===== src/rtl/lot_ticket_sender.sv =====
// Initiator for the lottery digit-entry protocol: sends a latched 5-digit BCD ticket
// one digit per insere pulse, then fim, waits, captures premio, and clears with fim_jogo.
module lot_ticket_sender #(
  parameter int unsigned GAP_CYCLES = 1,
  parameter int unsigned RES_WAIT   = 2,
  parameter int unsigned CNT_W      = 8
) (
  input  logic             clk,
  input  logic             reset,
  input  logic             start,
  input  logic             cancel,
  input  logic [19:0]      ticket,
  input  logic [1:0]       premio_in,
  output logic [3:0]       num,
  output logic             insere,
  output logic             fim,
  output logic             fim_jogo,
  output logic             busy,
  output logic             done,
  output logic             err,
  output logic [1:0]       last_premio,
  output logic [CNT_W-1:0] tickets_sent
);

  localparam int unsigned MAXC = (GAP_CYCLES > RES_WAIT) ? GAP_CYCLES : RES_WAIT;
  localparam int unsigned CW   = $clog2(MAXC + 1);

  typedef enum logic [2:0] {IDLE, SEND, GAP, FIM, WAIT, CLEAR} state_t;

  state_t           state, state_d;
  logic [19:0]      sr, sr_d;
  logic [2:0]       idx, idx_d;
  logic [CW-1:0]    cnt, cnt_d;
  logic             completed, completed_d;
  logic [3:0]       num_d;
  logic             err_d, done_d;
  logic [1:0]       last_premio_d;
  logic [CNT_W-1:0] tickets_d;

  function automatic logic is_bcd(input logic [19:0] t);
    for (int unsigned i = 0; i < 5; i++)
      if (t[i*4 +: 4] > 4'd9) return 1'b0;
    return 1'b1;
  endfunction

  // Outputs are registered copies of next-state decodes, so they line up with the state.
  always_comb begin
    state_d       = state;
    sr_d          = sr;
    idx_d         = idx;
    cnt_d         = cnt;
    completed_d   = completed;
    num_d         = num;
    err_d         = err;
    done_d        = 1'b0;
    last_premio_d = last_premio;
    tickets_d     = tickets_sent;
    case (state)
      IDLE: begin
        if (start && !cancel) begin
          if (!is_bcd(ticket)) begin
            err_d = 1'b1;
          end else begin
            err_d   = 1'b0;
            num_d   = ticket[19:16];
            sr_d    = {ticket[15:0], 4'h0};
            idx_d   = '0;
            state_d = SEND;
          end
        end
      end
      SEND: begin
        cnt_d   = CW'(GAP_CYCLES);
        state_d = GAP;
      end
      GAP: begin
        if (cnt == CW'(1)) begin
          if (idx == 3'd4) begin
            state_d = FIM;
          end else begin
            idx_d   = idx + 3'd1;
            num_d   = sr[19:16];
            sr_d    = {sr[15:0], 4'h0};
            state_d = SEND;
          end
        end else begin
          cnt_d = cnt - CW'(1);
        end
      end
      FIM: begin
        cnt_d   = CW'(RES_WAIT);
        state_d = WAIT;
      end
      WAIT: begin
        if (cnt == CW'(1)) begin
          last_premio_d = premio_in;
          completed_d   = 1'b1;
          state_d       = CLEAR;
        end else begin
          cnt_d = cnt - CW'(1);
        end
      end
      CLEAR: begin
        if (completed) begin
          done_d    = 1'b1;
          tickets_d = tickets_sent + CNT_W'(1);
        end
        completed_d = 1'b0;
        state_d     = IDLE;
      end
      default: state_d = IDLE;
    endcase
    // Cancel overrides any in-flight step, including a same-cycle premio capture.
    if (cancel && (state == SEND || state == GAP || state == FIM || state == WAIT)) begin
      state_d       = CLEAR;
      completed_d   = 1'b0;
      last_premio_d = last_premio;
      num_d         = num;
    end
    if (state_d == IDLE) num_d = '0;
  end

  always_ff @(posedge clk or negedge reset) begin
    if (!reset) begin
      state        <= IDLE;
      sr           <= '0;
      idx          <= '0;
      cnt          <= '0;
      completed    <= 1'b0;
      num          <= '0;
      insere       <= 1'b0;
      fim          <= 1'b0;
      fim_jogo     <= 1'b0;
      busy         <= 1'b0;
      done         <= 1'b0;
      err          <= 1'b0;
      last_premio  <= '0;
      tickets_sent <= '0;
    end else begin
      state        <= state_d;
      sr           <= sr_d;
      idx          <= idx_d;
      cnt          <= cnt_d;
      completed    <= completed_d;
      num          <= num_d;
      insere       <= (state_d == SEND);
      fim          <= (state_d == FIM);
      fim_jogo     <= (state_d == CLEAR);
      busy         <= (state_d != IDLE);
      done         <= done_d;
      err          <= err_d;
      last_premio  <= last_premio_d;
      tickets_sent <= tickets_d;
    end
  end

endmodule


===== config.mk =====
export PLATFORM = sky130hd
export DESIGN_NAME = lot_ticket_sender
export DESIGN_NICKNAME = d
export VERILOG_FILES = /design/src/rtl/lot_ticket_sender.sv
export SDC_FILE = /design/constraint.sdc
export NUM_CORES = 1
export LEC_CHECK = 0
export CAP_MARGIN = 10
export CORE_MARGIN = 10
export CORE_UTILIZATION = 45
export CTS_CLUSTER_SIZE = 8
export DETAILED_ROUTE_END_ITERATION = 12
export GPL_ROUTABILITY_DRIVEN = 1
export HOLD_SLACK_MARGIN = 0.06
export PLACE_DENSITY_LB_ADDON = 0.05
export SLEW_MARGIN = 20
export SYNTH_ARGS = -nofsm -noshare
export SYNTH_HDL_FRONTEND = slang
export SYNTH_SLANG_ARGS = --single-unit

===== constraint.sdc =====
create_clock -name clk -period 2 [get_ports clk]
set_input_delay 0.4 -clock clk [delete_from_list [all_inputs] [get_ports clk]]
set_output_delay 0.4 -clock clk [all_outputs]
set_load 0.005 [all_outputs]

Yosys cells after proc, flatten, opt, wreduce, memory -nomap -nowiden
Index checks and enable logic that the tools add are counted.
{"block": "totals", "register_bits": 49, "in_bits": 26, "output_inout_bits": 20, "elab_cells": 139}
{"block": "op_classes", "add_sub_neg": 3, "n_lt_le_gt_ge": 5, "eq_ne": 21, "muxes": 74, "bitwise": 1, "reduce_logical": 21}
{"operator": "two-way mux 20 bit", "n": 4}
{"operator": "two-way mux 1 bit", "n": 47}
{"operator": "one-hot mux 20 bit (2 select lines)", "n": 1}
{"operator": "two-way mux 3 bit", "n": 9}
{"operator": "two-way mux 4 bit", "n": 6}
{"operator": "greater-than comparator 4 bit (second input constant)", "n": 5}
{"operator": "one-hot mux 3 bit (5 select lines)", "n": 1}
{"operator": "equality test 3 bit (second input constant)", "n": 4}
{"operator": "nonzero test 3 bit", "n": 4}
{"operator": "!= test 2 bit (second input constant)", "n": 5}
{"operator": "equality test 3 x 2 -> 1 bit (second input constant)", "n": 3}
{"operator": "!= test 3 x 2 -> 1 bit (second input constant)", "n": 3}
{"operator": "adder 8 x 1 -> 8 bit (second input constant)", "n": 1}
{"operator": "one-hot mux 4 bit (2 select lines)", "n": 1}
{"operator": "AND reduction 2 bit", "n": 4}
{"operator": "equality test 3 x 1 -> 1 bit (second input constant)", "n": 2}
{"operator": "zero test 3 bit", "n": 2}
{"operator": "!= test 3 bit (second input constant)", "n": 2}
{"operator": "one-hot mux 2 bit (3 select lines)", "n": 1}
{"operator": "one-hot mux 3 bit (2 select lines)", "n": 1}
{"operator": "AND reduction 6 bit", "n": 1}
{"operator": "AND reduction 5 bit", "n": 1}
{"operator": "two-way mux 2 bit", "n": 2}
{"operator": "adder 3 x 1 -> 3 bit (second input constant)", "n": 1}
{"operator": "other kinds (11)", "n": 14}

Depth between registers and ports, before layout
Gate-level depths: netlist of the first run.
{"block": "logic_depth", "ltp_word": 32, "depth_mapped": 8, "depth_no_buf": 6}

Worst setup path before layout of the first run
No wires, ideal clock.
{"block": "synth_path", "path_type": "register to register", "start": "reg cnt[0]", "end": "reg num[0]", "setup_time_ps": 130, "arrival_time_ps": 1706, "required_ps": 1870, "path_slack_ps": 164, "stages_incl_launch_ff": 8, "period_less_slack_ps": 1836, "path_cell_list": "dfrtp_1 > ha_1 > buf_2 > nor2b_1 > a211oi_1 > or2_1 > clkbuf_1 > o31ai_1"}
{"block": "synth_between", "elab_chain_cells": 7, "elab_cells_between_ends": 14}
{"item": "from (decl)", "line_no": "33", "source": "logic [CW-1:0] cnt, cnt_d;"}
{"item": "from (signal assigned)", "line_no": "143", "source": "cnt <= cnt_d;"}
{"item": "equality test 2 x 1 -> 1 bit (*)", "line_no": "77, 95"}
{"item": "two-way mux 3 bit (on tied branches)", "line_no": "95, 77"}
{"item": "one-hot mux 3 bit (5 select lines)", "line_no": "58", "source": "case (state)"}
{"item": "two-way mux 3 bit", "line_no": "114", "source": "if (cancel && (state == SEND || state == GAP || state == FIM || state == WAIT)) begin"}
{"item": "zero test 3 bit", "line_no": "120", "source": "if (state_d == IDLE) num_d = '0;"}
{"item": "!= test 3 x 2 -> 1 bit (no source line), or another cell as far along"}
{"item": "AND reduction 6 bit (no source line)"}
{"item": "to (signal assigned)", "line_no": "145", "source": "num <= num_d;"}
{"item": "to (decl)", "line_no": "14", "source": "output logic [3:0] num,"}
Every way passes the cells marked *; elsewhere a longest branch is shown, timed or not.
A chain may end at the register's enable or synchronous reset.

Final worst setup path of the first run
{"block": "layout_path", "start": "in ticket[2]", "end": "reg num[3]"}
{"block": "layout_between", "elab_chain_cells": 24, "elab_cells_between_ends": 31}
{"item": "from (decl)", "line_no": "12", "source": "input logic [19:0] ticket,"}
{"item": "greater-than comparator 4 bit (*)", "line_no": "42", "source": "if (t[i*4 +: 4] > 4'd9) return 1'b0;"}
{"item": "two-way mux 1 bit (*)", "line_no": "42"}
{"item": "two-way mux 1 bit (*)", "line_no": "60", "source": "if (start && !cancel) begin"}
{"item": "two-way mux 1 bit (*)", "line_no": "58"}
{"item": "two-way mux 1 bit (4 in a row)", "line_no": "42"}
{"item": "two-way mux 1 bit (4 in a row)", "line_no": "41", "source": "for (int unsigned i = 0; i < 5; i++)"}
{"item": "two-way mux 1 bit", "line_no": "60"}
{"item": "two-way mux 1 bit", "line_no": "58"}
{"item": "[... 2 more ...]"}
{"item": "two-way mux 1 bit (*)", "line_no": "58"}
{"item": "two-way mux 3 bit", "line_no": "61", "source": "if (!is_bcd(ticket)) begin"}
{"item": "two-way mux 3 bit", "line_no": "60"}
{"item": "one-hot mux 3 bit (5 select lines)", "line_no": "58"}
{"item": "two-way mux 3 bit", "line_no": "114"}
{"item": "zero test 3 bit", "line_no": "120"}
{"item": "!= test 3 x 2 -> 1 bit (no source line), or another cell as far along"}
{"item": "AND reduction 6 bit (no source line)"}
Every way passes the cells marked *; elsewhere a longest branch is shown, timed or not. The select of a mux whose other input is x is not followed.

==> flow_metrics.env, run 1 <==
export IMPL_initial_core_util_pct=47.5
export IMPL_holdWs_ps=186
export IMPL_crit_path_start="ticket[2]"
export IMPL_finalCritPeriodShare_pct=94.6
export IMPL_cp_end_kind="register"
export IMPL_min_path_type="input port to asynchronous set/reset pin"
export IMPL_synthArstFlopShare_pct=100
export IMPL_synthDistinctLibCells=50
export IMPL_outcome="completed"
export IMPL_grt_pass1_wl_mm=8.41
export IMPL_cap_viol_max_count=0
export IMPL_crit_chain="clkdlybuf4s50_1 -> o21ai_0 -> nand2_1 -> buf_4 -> o32a_1 -> o31ai_1"
export IMPL_cp_max_fo=8
export IMPL_cts_hold_buf=0
export IMPL_dieHeight_um=91.3
export IMPL_path_depth=6
export IMPL_routed_via_density=5.15
export IMPL_syn_cell_area_um2=2290
export IMPL_drtIter0Drc=72
export IMPL_total_power_mw=3.83
export IMPL_dp_cells=320
export IMPL_rows=25
export IMPL_htree_num_levels=2
export IMPL_portBuffers=45
export IMPL_power_static_leakage_nw=1.27
export IMPL_post_route_cell_area_um2=2980
export IMPL_post_dp_cell_area_um2=2860
export IMPL_mostFrequentLayoutCells="dfrtp_1 (45), clkdlybuf4s50_1 (44), buf_4 (17), nand2_1 (12), mux2i_1 (12)"
export IMPL_die_w_um=91.3
export IMPL_rsz0062_at_grt="no"
export IMPL_fillers=409
export IMPL_drv_slew=0
export IMPL_layout_commonest_cell="dfrtp_1"
export IMPL_critPathCapture="num[3]$_DFFE_PN0P_"
export IMPL_die_area_um2=8330
export IMPL_setup_viol_count_final=0
export IMPL_post_layout_nonfiller_instances=328
export IMPL_wire_per_inst_um=15.7
export IMPL_hold_viol_final=0
export IMPL_regArea_um2=1130
export IMPL_critPathKind="input port to register"
export IMPL_avgSynthCellArea_um2=11.2
export IMPL_crit_arrival_ps=2090
export IMPL_r2r_start="state[2]$_DFF_PN0_"
export IMPL_core_area_um2=4820
export IMPL_syn_num_nets=235
export IMPL_seq_area_frac_synth_pct=49.2
export IMPL_cts_tree="yes"
export IMPL_synth_edf_count=0
export IMPL_grt_max_degree=46
export IMPL_cp_start_kind="input port"
export IMPL_numCtsBuffers=5
export IMPL_grt_overflow_total=0
export IMPL_drtAntennaViolNets=0
export IMPL_num_vias=1690
export IMPL_clock_sinks=45
export IMPL_ys_ff_latch=45
export IMPL_drtPass1Iterations=4
export IMPL_yosysWarnings=0
export IMPL_clockBufferDepth=2
export IMPL_path_delay_family="compound AO/OA/AOI/OAI gates"
export IMPL_n_antenna_cell=0
export IMPL_critPathBufInv=2
export IMPL_grt_pass1_vias=1748
export IMPL_cts_setup_buffers=0
export IMPL_critical_path_max_stage_delay_ps=450
export IMPL_clockRootBuffer="clkbuf_8"
export IMPL_syn_to_final_growth_pct=30.3
export IMPL_multiInputGateArea_um2=1040
export IMPL_slew_limit_headroom_pct=61.4
export IMPL_slowest_stage="o32a_1"
export IMPL_worstSkewPairLatency_ps=300
export IMPL_finalClockSkew_ps=8.55
export IMPL_p_per_area_nw_per_um2=1290
export IMPL_fmax_ghz=0.529
export IMPL_tightest_slew_ps=578
export IMPL_peakVddDrop_mv=0.654
export IMPL_regToRegEndpoint="num[3]$_DFFE_PN0P_"
export IMPL_r2r_cells=5
export IMPL_post_dp_hpwl_mm=3.92
export IMPL_drive_above_1_share_pct=16.5
export IMPL_antenna_found_initial=0
export IMPL_place_gp_congestion=0.806
export IMPL_cts_clk_slew_worst_paths_ps=80
export IMPL_syn_inst=205
export IMPL_synthFlopType="dfrtp_1"
export IMPL_grt_usage_pct=12.3
export IMPL_wl_mm=5.14
export IMPL_rrSetupSlack_ps=140
export IMPL_route_detailed_drc=0
export IMPL_min_period_ps=1890
export IMPL_pin_count=46
export IMPL_cp_data_required_time_ps=2200
export IMPL_final_nets=290
-- synth_stat cells, types with 2 or more instances --
library cell  number  area, um^2
and2b_1            2        15.0
buf_2              6        30.0
inv_2              2        7.51
dfrtp_1           45        1130
nor4b_1            3        26.3
o221a_1           11         124
ha_1               4        50.1
a211oi_1           2        15.0
o31ai_1            4        30.0
a21oi_1            7        35.0
o21ai_0            8        40.0
nand2b_1           3        18.8
nor2b_1            2        12.5
nand4_1            3        18.8
or2_2              9        56.3
nand3_1            3        15.0
o21ai_1            4        20.0
buf_1              2        7.51
clkbuf_1           2        7.51
mux2i_1           12         120
nor2_1             6        22.5
xor2_1             2        17.5
buf_4              2        15.0
mux2_1             5        56.3
inv_1              8        30.0
nor4_1             3        18.8
or2_1              3        18.8
buf_6              2        22.5
xnor2_1            8        70.1
nand2_1           12        45.0
-- flip-flops by register name (all words and copies together), names as in the netlist --
register,flops
sr,16
tickets_sent,8
num,4
idx,3
state,3
cnt,2
last_premio,2
busy,1
completed,1
done,1
err,1
fim,1
fim_jogo,1
insere,1
-- repair_timing --
action	4_1_cts	5_1_grt
setup endpoints to repair	0	9
endpoints found under the hold margin	0	0
resized for setup	0	1
-- how the worst min path moves through the flow --
stage / endpoint / depth (start not counted) / from / slack [ps]
final: fim_jogo$_DFF_PN0_ / 2 / reset / 190
after global routing: insere$_DFF_PN0_ / 2 / reset / 220
after CTS: insere$_DFF_PN0_ / 2 / reset / 210
after detailed placement: tickets_sent[7]$_DFFE_PN0P_ / 1 / tickets_sent[7]$_DFFE_PN0P_ / 470
after global placement: tickets_sent[7]$_DFFE_PN0P_ / 1 / tickets_sent[7]$_DFFE_PN0P_ / 460
after floorplan: busy$_DFF_PN0_ / 0 / reset / 100
-- cell type report --
| class | instances | area share, % |
|---|---|---|
| clock inverter | 1 | 1.01 |
| clock buffer | 7 | 2.90 |
| multi-input combinational | 136 | 35.0 |
| tap | 67 | 2.81 |
| sequential | 45 | 37.8 |
| timing repair buffer | 62 | 19.2 |
| inverter | 10 | 1.26 |
-- power by group --
part	internal [mW]	switching [mW]	total [mW]	leakage [nW]
Clock	0.407	0.297	0.704	0.0585
Sequential	1.27	0.293	1.57	0.560
Combinational	0.860	0.703	1.56	0.656
-- through the flow --
step / setup WS (ps) / util (%) / setup TNS [ps]
detailed placement: -199 / 59.4 / -3130
finish: 108 / 61.9 / 0
global placement: -140 / 59.4 / -2400
CTS: 111 / 61.8 / 0
global route: 4.43 / 61.9 / 0
floorplan: 164 / - / 0
-- worst reg2reg max path, stage by stage (launching register included) --
cell and delay (ps):
dfrtp_1 630, buf_4 280, nor2b_1 90, a21o_1 200, or2_1 280, o31ai_1 280
-- logic make-up (layout without fill, tap and decap cells) --
family | count (synthesis) | after routing | synth area share (%)
xor gates and xnor gates | 10 | 10 | 3.83
and+or+nand+nor | 60 | 60 | 16.8
adders and majority gates | 4 | 4 | 2.19
muxes | 17 | 17 | 7.71
buffers and inverters | 24 | 80 | 5.25
DFF | 45 | 45 | 49.2
AOI/OAI and AO/OA | 45 | 45 | 14.9
-- routing by layer --
metal	routed length [um]	up-vias	GRT usage, %
met5	0	-	0
met4	57	0	3.66
met3	308	6	5.02
met2	2410	40	19.7
met1	2370	799	14.9
li1	-	845	-
Power figures use the tool's default switching activity.
==> inputs of run 2 (changes only) <==
--- a/config.mk
+++ b/config.mk
@@ -8,7 +8,6 @@
 export CAP_MARGIN = 10
 export CORE_MARGIN = 10
 export CORE_UTILIZATION = 45
-export CTS_CLUSTER_SIZE = 8
 export DETAILED_ROUTE_END_ITERATION = 12
 export GPL_ROUTABILITY_DRIVEN = 1
 export HOLD_SLACK_MARGIN = 0.06
==> results of run 2 <==
Same layout as run 1: the final DEF is identical, and so are final timing and power.
==> inputs of run 3 (changes only) <==
--- a/config.mk
+++ b/config.mk
@@ -12,7 +12,6 @@
 export GPL_ROUTABILITY_DRIVEN = 1
 export HOLD_SLACK_MARGIN = 0.06
 export PLACE_DENSITY_LB_ADDON = 0.05
-export SLEW_MARGIN = 20
 export SYNTH_ARGS = -nofsm -noshare
 export SYNTH_HDL_FRONTEND = slang
 export SYNTH_SLANG_ARGS = --single-unit
==> results of run 3 <==
Same layout as run 1: the final DEF is identical, and so are final timing and power.
